### src/rtl/renderizador_pkg.sv
// Shared widths, default colours and object-priority helpers for the renderizador pixel stage.
package renderizador_pkg;

  localparam int unsigned COR_W   = 8;
  localparam int unsigned COORD_W = 10;
  localparam int unsigned RGB_W   = 3 * COR_W;

  localparam logic [RGB_W-1:0] COR_FUNDO_DEF   = 24'h000000;
  localparam logic [RGB_W-1:0] COR_ALIADA_DEF  = 24'h00FF00;
  localparam logic [RGB_W-1:0] COR_INIMIGA_DEF = 24'hFF0000;
  localparam logic [RGB_W-1:0] COR_NAVE_DEF    = 24'hFFFFFF;

  // Which object owns the pixel, lowest to highest precedence
  typedef enum logic [1:0] {
    PRI_FUNDO   = 2'd0,
    PRI_NAVE    = 2'd1,
    PRI_INIMIGA = 2'd2,
    PRI_ALIADA  = 2'd3
  } prioridade_t;

  function automatic prioridade_t resolve_prioridade(input logic aliada,
                                                     input logic inimiga,
                                                     input logic nave);
    if (aliada)  return PRI_ALIADA;
    if (inimiga) return PRI_INIMIGA;
    if (nave)    return PRI_NAVE;
    return PRI_FUNDO;
  endfunction

  // Halve every channel of a packed {R,G,B} colour
  function automatic logic [RGB_W-1:0] meia_intensidade(input logic [RGB_W-1:0] cor);
    return {1'b0, cor[23:17], 1'b0, cor[15:9], 1'b0, cor[7:1]};
  endfunction

endpackage

### src/rtl/renderizador_if.sv
// Pixel stream bus: scan coordinate in, colour out towards the VGA DAC.
interface renderizador_if;

  logic [renderizador_pkg::COORD_W-1:0] pixel_x;
  logic [renderizador_pkg::COORD_W-1:0] pixel_y;
  logic                                 pixel_valid;
  logic [renderizador_pkg::COR_W-1:0]   vga_r;
  logic [renderizador_pkg::COR_W-1:0]   vga_g;
  logic [renderizador_pkg::COR_W-1:0]   vga_b;
  logic                                 cor_valida;

  // Scan generator side
  modport master (
    output pixel_x, pixel_y, pixel_valid,
    input  vga_r, vga_g, vga_b, cor_valida
  );

  // Renderer side
  modport slave (
    input  pixel_x, pixel_y, pixel_valid,
    output vga_r, vga_g, vga_b, cor_valida
  );

endinterface

### src/rtl/renderizador_teste_circulo.sv
// Pipelined circle hit test: stage 1 registers the signed offsets, stage 2
// (combinational here, registered by the parent) compares dx^2+dy^2 to raio^2.
module teste_circulo
  import renderizador_pkg::*;
(
  input  logic               clk,
  input  logic               reset,
  input  logic [COORD_W-1:0] px,
  input  logic [COORD_W-1:0] py,
  input  logic [COORD_W-1:0] xc,
  input  logic [COORD_W-1:0] yc,
  input  logic [COORD_W-1:0] raio,
  input  logic               valid,
  output logic               hit
);

  localparam int unsigned SQ_W  = 2 * COORD_W + 1;
  localparam int unsigned SUM_W = SQ_W + 1;

  logic signed [COORD_W:0] dx_q;
  logic signed [COORD_W:0] dy_q;
  logic [COORD_W-1:0]      raio_q;
  logic                    valid_q;

  logic [COORD_W:0] adx;
  logic [COORD_W:0] ady;
  logic [SQ_W-1:0]  dx2;
  logic [SQ_W-1:0]  dy2;
  logic [SUM_W-1:0] soma;
  logic [SUM_W-1:0] r2;

  // Stage 1: offsets from the centre; raio travels with the pixel so a
  // shadow update between the stages cannot mix two frames' geometry
  always_ff @(posedge clk) begin
    if (reset) begin
      dx_q    <= '0;
      dy_q    <= '0;
      raio_q  <= '0;
      valid_q <= 1'b0;
    end else begin
      dx_q    <= {1'b0, px} - {1'b0, xc};
      dy_q    <= {1'b0, py} - {1'b0, yc};
      raio_q  <= raio;
      valid_q <= valid;
    end
  end

  // Stage 2: squared distance against squared radius, zero radius never hits
  always_comb begin
    adx  = dx_q[COORD_W] ? -dx_q : dx_q;
    ady  = dy_q[COORD_W] ? -dy_q : dy_q;
    dx2  = SQ_W'(adx) * SQ_W'(adx);
    dy2  = SQ_W'(ady) * SQ_W'(ady);
    soma = SUM_W'(dx2) + SUM_W'(dy2);
    r2   = SUM_W'(raio_q) * SUM_W'(raio_q);
    hit  = valid_q && (raio_q != '0) && (soma <= r2);
  end

endmodule

### src/rtl/renderizador.sv
// Pixel-colour stage: per-frame geometry shadowing, circle/rectangle hit tests,
// priority resolution and pause blink, 2-cycle latency to the VGA pins.
module renderizador
  import renderizador_pkg::*;
#(
  parameter logic [RGB_W-1:0] COR_FUNDO   = COR_FUNDO_DEF,
  parameter logic [RGB_W-1:0] COR_ALIADA  = COR_ALIADA_DEF,
  parameter logic [RGB_W-1:0] COR_INIMIGA = COR_INIMIGA_DEF,
  parameter logic [RGB_W-1:0] COR_NAVE    = COR_NAVE_DEF,
  parameter int unsigned      BLINK_BIT   = 4
) (
  input  logic               CLOCK_50,
  input  logic               reset,
  renderizador_if.slave      vid,
  input  logic               frame_start,
  input  logic               pausa,
  input  logic [COORD_W-1:0] x_bola_aliada,
  input  logic [COORD_W-1:0] y_bola_aliada,
  input  logic [COORD_W-1:0] raio_bola_aliada,
  input  logic [COORD_W-1:0] x_bola_inimiga,
  input  logic [COORD_W-1:0] y_bola_inimiga,
  input  logic [COORD_W-1:0] raio_bola_inimiga,
  input  logic [COORD_W-1:0] x_nave,
  input  logic [COORD_W-1:0] y_nave,
  input  logic [COORD_W-1:0] largura_nave,
  input  logic [COORD_W-1:0] altura_nave
);

  logic [COORD_W-1:0] sh_x_aliada, sh_y_aliada, sh_raio_aliada;
  logic [COORD_W-1:0] sh_x_inimiga, sh_y_inimiga, sh_raio_inimiga;
  logic [COORD_W-1:0] sh_x_nave, sh_y_nave, sh_largura, sh_altura;
  logic               sh_pausa;
  logic [7:0]         frame_cnt;

  logic [COORD_W:0]   nave_x_fim, nave_y_fim;
  logic               nave_d, nave_q, valid_q;
  logic               hit_aliada, hit_inimiga;
  prioridade_t        pri;
  logic [RGB_W-1:0]   cor;

  // Shadow geometry and pause state once per frame so objects never tear
  always_ff @(posedge CLOCK_50) begin
    if (reset) begin
      sh_x_aliada     <= '0;
      sh_y_aliada     <= '0;
      sh_raio_aliada  <= '0;
      sh_x_inimiga    <= '0;
      sh_y_inimiga    <= '0;
      sh_raio_inimiga <= '0;
      sh_x_nave       <= '0;
      sh_y_nave       <= '0;
      sh_largura      <= '0;
      sh_altura       <= '0;
      sh_pausa        <= 1'b0;
      frame_cnt       <= '0;
    end else if (frame_start) begin
      sh_x_aliada     <= x_bola_aliada;
      sh_y_aliada     <= y_bola_aliada;
      sh_raio_aliada  <= raio_bola_aliada;
      sh_x_inimiga    <= x_bola_inimiga;
      sh_y_inimiga    <= y_bola_inimiga;
      sh_raio_inimiga <= raio_bola_inimiga;
      sh_x_nave       <= x_nave;
      sh_y_nave       <= y_nave;
      sh_largura      <= largura_nave;
      sh_altura       <= altura_nave;
      sh_pausa        <= pausa;
      frame_cnt       <= frame_cnt + 8'd1;
    end
  end

  teste_circulo u_aliada (
    .clk   (CLOCK_50),
    .reset (reset),
    .px    (vid.pixel_x),
    .py    (vid.pixel_y),
    .xc    (sh_x_aliada),
    .yc    (sh_y_aliada),
    .raio  (sh_raio_aliada),
    .valid (vid.pixel_valid),
    .hit   (hit_aliada)
  );

  teste_circulo u_inimiga (
    .clk   (CLOCK_50),
    .reset (reset),
    .px    (vid.pixel_x),
    .py    (vid.pixel_y),
    .xc    (sh_x_inimiga),
    .yc    (sh_y_inimiga),
    .raio  (sh_raio_inimiga),
    .valid (vid.pixel_valid),
    .hit   (hit_inimiga)
  );

  // Ship rectangle test with 11-bit far edges so x+largura never wraps
  always_comb begin
    nave_x_fim = {1'b0, sh_x_nave} + {1'b0, sh_largura};
    nave_y_fim = {1'b0, sh_y_nave} + {1'b0, sh_altura};
    nave_d     = (vid.pixel_x >= sh_x_nave) && ({1'b0, vid.pixel_x} < nave_x_fim) &&
                 (vid.pixel_y >= sh_y_nave) && ({1'b0, vid.pixel_y} < nave_y_fim);
  end

  // Stage 1: rectangle result and valid flag, aligned with the circle offsets
  always_ff @(posedge CLOCK_50) begin
    if (reset) begin
      nave_q  <= 1'b0;
      valid_q <= 1'b0;
    end else begin
      nave_q  <= nave_d;
      valid_q <= vid.pixel_valid;
    end
  end

  // Resolve object priority and apply half intensity during the paused blink phase
  always_comb begin
    pri = resolve_prioridade(hit_aliada, hit_inimiga, nave_q);
    cor = COR_FUNDO;
    unique case (pri)
      PRI_ALIADA:  cor = COR_ALIADA;
      PRI_INIMIGA: cor = COR_INIMIGA;
      PRI_NAVE:    cor = COR_NAVE;
      PRI_FUNDO:   cor = COR_FUNDO;
    endcase
    if (sh_pausa && frame_cnt[BLINK_BIT] && (pri != PRI_FUNDO))
      cor = meia_intensidade(cor);
  end

  // Stage 2: registered colour towards the DAC, black while blanking
  always_ff @(posedge CLOCK_50) begin
    if (reset) begin
      vid.vga_r      <= '0;
      vid.vga_g      <= '0;
      vid.vga_b      <= '0;
      vid.cor_valida <= 1'b0;
    end else begin
      vid.vga_r      <= valid_q ? cor[23:16] : '0;
      vid.vga_g      <= valid_q ? cor[15:8]  : '0;
      vid.vga_b      <= valid_q ? cor[7:0]   : '0;
      vid.cor_valida <= valid_q;
    end
  end

endmodule

### src/flat_wrapper.sv
// flat-port wrapper written by rule: the top's interface ports become plain ports
module renderizador_flat import renderizador_pkg::*;
#(
  parameter logic [RGB_W-1:0] COR_FUNDO   = COR_FUNDO_DEF,
  parameter logic [RGB_W-1:0] COR_ALIADA  = COR_ALIADA_DEF,
  parameter logic [RGB_W-1:0] COR_INIMIGA = COR_INIMIGA_DEF,
  parameter logic [RGB_W-1:0] COR_NAVE    = COR_NAVE_DEF,
  parameter int unsigned      BLINK_BIT   = 4
)
  (CLOCK_50, reset, frame_start, pausa, x_bola_aliada, y_bola_aliada, raio_bola_aliada, x_bola_inimiga, y_bola_inimiga, raio_bola_inimiga, x_nave, y_nave, largura_nave, altura_nave, vid_pixel_x, vid_pixel_y, vid_pixel_valid, vid_vga_r, vid_vga_g, vid_vga_b, vid_cor_valida);
  renderizador_if vid_i ();
  input  logic CLOCK_50;
  input  logic reset;
  input  logic frame_start;
  input  logic pausa;
  input  logic [COORD_W-1:0] x_bola_aliada;
  input  logic [COORD_W-1:0] y_bola_aliada;
  input  logic [COORD_W-1:0] raio_bola_aliada;
  input  logic [COORD_W-1:0] x_bola_inimiga;
  input  logic [COORD_W-1:0] y_bola_inimiga;
  input  logic [COORD_W-1:0] raio_bola_inimiga;
  input  logic [COORD_W-1:0] x_nave;
  input  logic [COORD_W-1:0] y_nave;
  input  logic [COORD_W-1:0] largura_nave;
  input  logic [COORD_W-1:0] altura_nave;
  input wire logic [$bits(vid_i.pixel_x)-1:0] vid_pixel_x;
  input wire logic [$bits(vid_i.pixel_y)-1:0] vid_pixel_y;
  input wire logic [$bits(vid_i.pixel_valid)-1:0] vid_pixel_valid;
  output wire logic [$bits(vid_i.vga_r)-1:0] vid_vga_r;
  output wire logic [$bits(vid_i.vga_g)-1:0] vid_vga_g;
  output wire logic [$bits(vid_i.vga_b)-1:0] vid_vga_b;
  output wire logic [$bits(vid_i.cor_valida)-1:0] vid_cor_valida;
  assign vid_i.pixel_x = vid_pixel_x;
  assign vid_i.pixel_y = vid_pixel_y;
  assign vid_i.pixel_valid = vid_pixel_valid;
  assign vid_vga_r = vid_i.vga_r;
  assign vid_vga_g = vid_i.vga_g;
  assign vid_vga_b = vid_i.vga_b;
  assign vid_cor_valida = vid_i.cor_valida;
  renderizador #(.COR_FUNDO(COR_FUNDO), .COR_ALIADA(COR_ALIADA), .COR_INIMIGA(COR_INIMIGA), .COR_NAVE(COR_NAVE), .BLINK_BIT(BLINK_BIT)) u_core (.CLOCK_50(CLOCK_50), .reset(reset), .vid(vid_i), .frame_start(frame_start), .pausa(pausa), .x_bola_aliada(x_bola_aliada), .y_bola_aliada(y_bola_aliada), .raio_bola_aliada(raio_bola_aliada), .x_bola_inimiga(x_bola_inimiga), .y_bola_inimiga(y_bola_inimiga), .raio_bola_inimiga(raio_bola_inimiga), .x_nave(x_nave), .y_nave(y_nave), .largura_nave(largura_nave), .altura_nave(altura_nave));
endmodule
### config.mk
export PLATFORM = sky130hd
export DESIGN_NAME = renderizador_flat
export DESIGN_NICKNAME = d
export VERILOG_FILES = /design/src/rtl/renderizador_pkg.sv /design/src/rtl/renderizador_if.sv /design/src/rtl/renderizador_teste_circulo.sv /design/src/rtl/renderizador.sv /design/src/flat_wrapper.sv
export SDC_FILE = /design/constraint.sdc
export NUM_CORES = 2
export LEC_CHECK = 0
export CELL_PAD_IN_SITES_DETAIL_PLACEMENT = 1
export CELL_PAD_IN_SITES_GLOBAL_PLACEMENT = 1
export CORE_ASPECT_RATIO = 1.2
export CORE_MARGIN = 5
export CORE_UTILIZATION = 44
export CTS_CLUSTER_DIAMETER = 150
export DETAILED_ROUTE_END_ITERATION = 10
export PLACE_DENSITY = 0.9
export RECOVER_POWER = 100
export SLEW_MARGIN = 40
export SYNTH_ARGS = -nofsm -noshare
export SYNTH_HDL_FRONTEND = slang
export SYNTH_SLANG_ARGS = --single-unit
### constraint.sdc
create_clock -name CLOCK_50 -period 9.8 [get_ports CLOCK_50]
set_input_delay 2.45 -clock CLOCK_50 [delete_from_list [all_inputs] [get_ports CLOCK_50]]
set_output_delay 2.45 -clock CLOCK_50 [all_outputs]
set_load 0.1 [all_outputs]
Word-level counts from Yosys, hierarchy flattened:

Cells that the tools add are included.

* word-level logic and storage cells: 89
* flip-flop bits (word level): 200
* output and inout bits: 25
* input bits: 125

* eq/ne operators: 3
* $lt $le $gt $ge: 6
* bitwise operators: 1
* reduce and logical (&&, ||, !) cells: 15
* add/subtract/negate cells: 13
* muxes and demuxes: 18
* multiply operators: 6

Operators by type and width (count)
* $pmux 24 s4: 1
* $mul 11x11->21: 4
* $add 21x21->22: 2
* $le 22x20->1: 2
* $mux 11: 4
* $neg 11->11: 4
* $sub 10x10->11: 4
* $mul 10x10->20: 2
* $mux 23: 1
* $add 10x10->11: 2
* $lt 10x11->1: 2
* $ge 10x10->1: 2
* $reduce_bool 10->1: 2
* $mux 2: 6
* $logic_and 1x1->1: 9
* $add 8x1->8 const B: 1
* $mux 1: 6
* $eq 2x2->1 const B: 2
* $reduce_or 3->1: 1
* $eq 2x1->1 const B: 1
* $logic_not 2->1: 1
* $reduce_bool 2->1: 1
* $reduce_or 2->1: 1
* $not 1->1: 1

Logic depth before layout (Yosys ltp):

* word-level depth: 16
* gate-level depth with buffers: 46
* depth with buffers taken out: 46

Hierarchy:

Synthesis repeated with hierarchy kept, for this count alone.

* cell total of the unflattened synthesis: 3506
* area, all modules: 30284.0 um^2

By module, submodules not included
* teste_circulo (u_core.u_inimiga): area each 12383.1 um^2, instances 1, sequential area each 660.6 um^2, cells an instance 1470
* teste_circulo (u_core.u_aliada): area each 12122.9 um^2, instances 1, sequential area each 660.6 um^2, cells an instance 1428
* renderizador: area each 5778.0 um^2, instances 1, sequential area each 2302.2 um^2, cells an instance 608

Worst setup path before layout:

No wires, ideal clock.

* path type: register -> register
* start point: register u_core.u_inimiga.dy_q[0]
* end point: register u_core.vid.vga_r[7]
* library setup time: 0.115 ns
* path slack: 0.491 ns
* period minus slack after synthesis: 9.309 ns
* cell stages (with the launch flop): 43
* data arrival time: 9.193 ns
* path buffers: 1
* required time: 9.685 ns
* path through: dfxtp_1 inv_1 clkbuf_1 ha_1 nand2b_1 o41ai_1 xor2_1 inv_1 nand2_1 inv_1 fa_1 fa_1 inv_1 fa_1 inv_1 fa_1 inv_1 fa_1 [... 7 more ...] xnor2_1 ha_1 a21o_1 a21o_1 o31ai_1 nor2b_1 o21a_1 nor2_1 xnor2_1 ha_1 a211oi_1 o221a_2 o21ai_0 a21oi_1 nand4b_1 a32oi_2 ha_1 and3_1

* longest elaborated chain between the ends: 14
* elaborated cells between the ends (all ways): 21
* classes of those cells: add/sub (2); mul (1); order compare (1); eq/ne (3); mux (9); reduce/logical (5)

RTL lines
* start: declaration: line renderizador_teste_circulo.sv:21 `logic signed [COORD_W:0] dy_q;`
* start signal: assignment: line renderizador_teste_circulo.sv:42 `dy_q <= {1'b0, py} - {1'b0, yc};`
* $neg 11->11: line renderizador_teste_circulo.sv:51 `ady = dy_q[COORD_W] ? -dy_q : dy_q;`
* $mux 11 (*): line renderizador_teste_circulo.sv:51
* $mul 11x11->21 (*): line renderizador_teste_circulo.sv:53 `dy2 = SQ_W'(ady) * SQ_W'(ady);`
* $add 21x21->22 (*): line renderizador_teste_circulo.sv:54 `soma = SUM_W'(dx2) + SUM_W'(dy2);`
* $le 22x20->1 (*): line renderizador_teste_circulo.sv:56 `hit = valid_q && (raio_q != '0) && (soma <= r2);`
* $logic_and 1x1->1 (*): line renderizador_teste_circulo.sv:56
* $mux 2: line renderizador_pkg.sv:25 `if (inimiga) return PRI_INIMIGA;`
* $mux 2: line renderizador_pkg.sv:26 `if (nave) return PRI_NAVE;`
* $mux 2: line renderizador_pkg.sv:27 `return PRI_FUNDO;`
* $mux 2 (*): line renderizador_pkg.sv:26
* $mux 2 (*): line renderizador_pkg.sv:25
* parallel branches: the longest is 3 deep, another holds $pmux 24 s4
* end signal: assignment: line renderizador.sv:137 `vid.vga_r <= valid_q ? cor[23:16] : '0;`
* end: declaration: line renderizador_if.sv:21 `output vga_r, vga_g, vga_b, cor_valida`

Mark *: on every way between the ends. The select of a mux whose other input is x is not followed.
A chain may end at the register's enable or synchronous reset.

Final worst setup path:

* start point: register u_core.u_inimiga.dy_q[5]
* end point: register u_core.vid.vga_r[7]

The elaborated chain is that of the path after synthesis.

==> flow_summary_export.csv <==
group,metric,value,unit
clock_tree,tritoncts.num_buffers,17,
die,start_util,0.443,
setup_path,path_max_fanout,5,
synthesis,synth_compound_area_frac,0.104,
synthesis,synth-adder-area-share,0.442,
die,design.portCount,150,
setup_path,timing.critical_path.arrival,10.31,ns
global_routing,first_global_vias,28400,
drt,avgViaCountPerCell,5.66,
drt,detailedRoute.firstPassIterationCount,7,
synthesis,yosys-mux-area-fraction,0.0366,
global_routing,grt_pass1_wl,146000,µm
synthesis,synth_top_cells_by_area,"sky130_fd_sc_hd__fa_1 (24%), sky130_fd_sc_hd__ha_1 (20%), sky130_fd_sc_hd__dfxtp_1 (12%)",
drt,antenna_violating_nets_post_route,0,
place,port_buffers,149,
setup_path,crit_path_max_incr_delay,0.59,ns
finish,post_route_cells_drive_above_1_share,0.0722,
place,dp_hpwl,75000,µm
drt,finalWirelength,101000,µm
finish,final_nets,4548,
outcome,outcome,"finished, violations left",
synthesis,synth.cells.most_frequent,"sky130_fd_sc_hd__inv_1 (592), sky130_fd_sc_hd__ha_1 (480), sky130_fd_sc_hd__fa_1 (354)",
die,total_number_of_placement_rows,104,
setup_path,req_time_crit_path,10.21,ns
setup_path,critical_path_capture_point_type,"flop",
synthesis,post-synth-top-area-cell,"sky130_fd_sc_hd__fa_1",
synthesis,syn-mean-instance-area,8.75,µm²
drt,route.detailed.drc,0,
timing,final_setup_violation_count,5,
die,dieArea,72700,µm²
global_routing,grt_remaining_overflow,0,
die,die_width,247,µm
timing,finalMaxSlewViolations,173,
timing,finalCriticalPeriod,9.90,ns
synthesis,netlist.area_leader.share,0.239,
synthesis,synth-xor-area-share,0.0728,
synthesis,synth.cell_area,29600,µm²
clock_tree,tritoncts,"yes",
clock_tree,cts.root.buffer_cell,"sky130_fd_sc_hd__clkbuf_16",
synthesis,yosys.cell_count.top_type,"sky130_fd_sc_hd__inv_1",
synthesis,synth_cells,3386,
synthesis,synth_edf_count,0,
synthesis,yosys.cell_types.count,83,
die,die_height,294,µm
synthesis,synthesized_flop_and_latch_total,179,
global_routing,grt_start_max_net_pins,94,
setup_path,worstSetupPathType,"reg -> reg",
timing,clock-skew-final,0.0189,ns
setup_path,timing.critical_path.buf_inv,5,
finish,stdcell_area,33700,µm²
global_routing,grt_antenna_before_repair,2,
place,placedInstanceArea,32300,µm²
clock_tree,clkTransAtPathRegs,0.08,ns
clock_tree,clock-sinks,179,
clock_tree,number_of_h_tree_levels,4,
flow_run,cap_viol_max_count,3,
synthesis,seq_total_area_yosys,0.121,
clock_tree,cts_hold_buf,0,
synthesis,post_synth_and_or_nand_nor_area_fraction,0.135,
place,weighted_congestion_reported_at_the_end_of_routability_driven_placement,0.918,
timing,post-route-period-util,1.01,
hold_path,hold_class,"reg -> reg",
synthesis,dominant_combinational_cell_family_by_area_after_synthesis,"adder cells",
timing,hold_viol,0,
setup_path,critPathMostFrequentCell,"sky130_fd_sc_hd__fa_1",
timing,timing.setup.tns,-0.418,ns
global_routing,globalRouteTotalUtil,0.252,
setup_path,timing.critical_path.from_type,"flop",
clock_tree,cts_buffer_depth,2,
synthesis,primary_ff_master_synth,"sky130_fd_sc_hd__dfxtp_1",
finish,fill_cells,7930,
timing,hold_ws,0.473,ns
synthesis,postSynth.asyncResetShare,0,
die,core_area,66900,µm²
synthesis,synth-warning-count,0,
finish,layout_stage_area_growth_over_the_synthesis_result,13.7,%
drt,via_count,25500,
timing,timing.final.ws_setup,-0.102,ns
timing,worst_slew_margin_rel,-2.08,
clock_tree,clk-insertion-delay-late,0.52,ns
setup_path,slowest_stage,"sky130_fd_sc_hd__or4_4",
drt,average_wire_length_per_cell_after_detail_routing,22.4,µm
timing,max_clock_freq,0.101,GHz
drt,initialDrtViolationCount,1166,
timing,timing_worst_slew_pin_value,4.62,ns
outcome,failing_checks,"capacitance limit, slew limit, setup timing",
setup_path,cpLargestDelayFamily,"adder cells",
[area by class of cell]
cell class                 instances  area, µm²  area share
clock inverter                    14        194     0.00576
antenna                            1       2.50   0.0000743
inverter                         604       2270      0.0674
sequential                       179       3600       0.107
clock buffer                      18        439      0.0130
multi-input combinational       2545      24000       0.714
timing repair buffer             242       2020      0.0599
tap                              901       1130      0.0335
[routing by layer]
layer | track usage | wire length (µm) | up-vias
met1 | 0.260 | 35000 | 12800
met5 | 0 | 24 | -
li1 | - | - | 11300
met3 | 0.0407 | 4800 | 472
met4 | 0.122 | 7000 | 4
met2 | 0.489 | 54100 | 920
[what timing repair did]
action / 4_1_cts / 5_1_grt
pin swaps: 7 / 62
resized for setup: 21 / 104
setup buffers: 5 / 31
setup endpoints to repair: 5 / 6
cloned: 0 / 0
[cell usage in the layout, fill, tap and decap left out, drive strengths merged, types with 10 or more instances in the layout]
cell / n
fa: 354
conb: 25
nand3: 29
and3: 14
nor2b: 60
o21bai: 25
clkdlybuf4s50: 121
and2: 73
mux2i: 104
nand4: 10
a21o: 76
nand2: 210
nand2b: 37
clkbuf: 47
o31ai: 18
clkinv: 10
dfxtp: 179
ha: 480
nor3: 44
a31oi: 15
or3: 16
inv: 602
nor2: 331
a21oi: 143
buf: 91
o211ai: 10
xnor2: 170
o21ai: 99
or2: 10
a211oi: 12
o21a: 27
xor2: 73
[worst register-to-register path, delay by kind of cell (launching register included)]
family	cells	cell delay [ns]
buffers and inverters	5	0.45
AND/OR/NAND/NOR	9	1.72
AO/OA/AOI/OAI	12	2.89
flip-flops	1	0.38
adder cells (fa/ha/maj)	9	3.89
XOR/XNOR	3	0.44
[path summary, 6_finish.rpt]
kind / slack (ns) / startpoint / cells past startpoint / to
setup / recovery: -0.10 / u_core.u_inimiga.dy_q[5] / 38 / u_core.vid.vga_r[7]
hold / removal: 0.47 / u_core.sh_raio_aliada[5] / 1 / u_core.u_aliada.raio_q[5]
setup reg to reg: -0.10 / u_core.u_inimiga.dy_q[5] / 38 / u_core.vid.vga_r[7]
hold reg to reg: 0.47 / u_core.sh_raio_aliada[5] / 1 / u_core.u_aliada.raio_q[5]
[registers in the layout, summed over array words and instances, names as in the netlist, 11 cells and up]
signal	flops
u_core.u_aliada.dy_q	11
u_core.u_inimiga.dx_q	11
u_core.u_aliada.dx_q	11
u_core.u_inimiga.dy_q	11
[cells by family after synthesis]
kind of cell / after synthesis
AND/OR/NAND/NOR: 860
adder cells (fa/ha/maj): 834
buffers and inverters: 685
AO/OA/AOI/OAI: 475
XOR/XNOR: 243
flip-flops: 179
multiplexers: 108
other: 2
[through the flow]
stage	std cells	utilization	worst slack, ns
floorplan	3409	-	0.491
global placement	4434	0.484	0.192
detailed placement	4435	0.483	-0.273
CTS	4472	0.494	0.00246
global route	4503	0.504	-0.351
finish	4504	0.504	-0.102
Power is not shown: default switching activity piles up to over one toggle a cycle in this logic, so the estimate is an artifact.
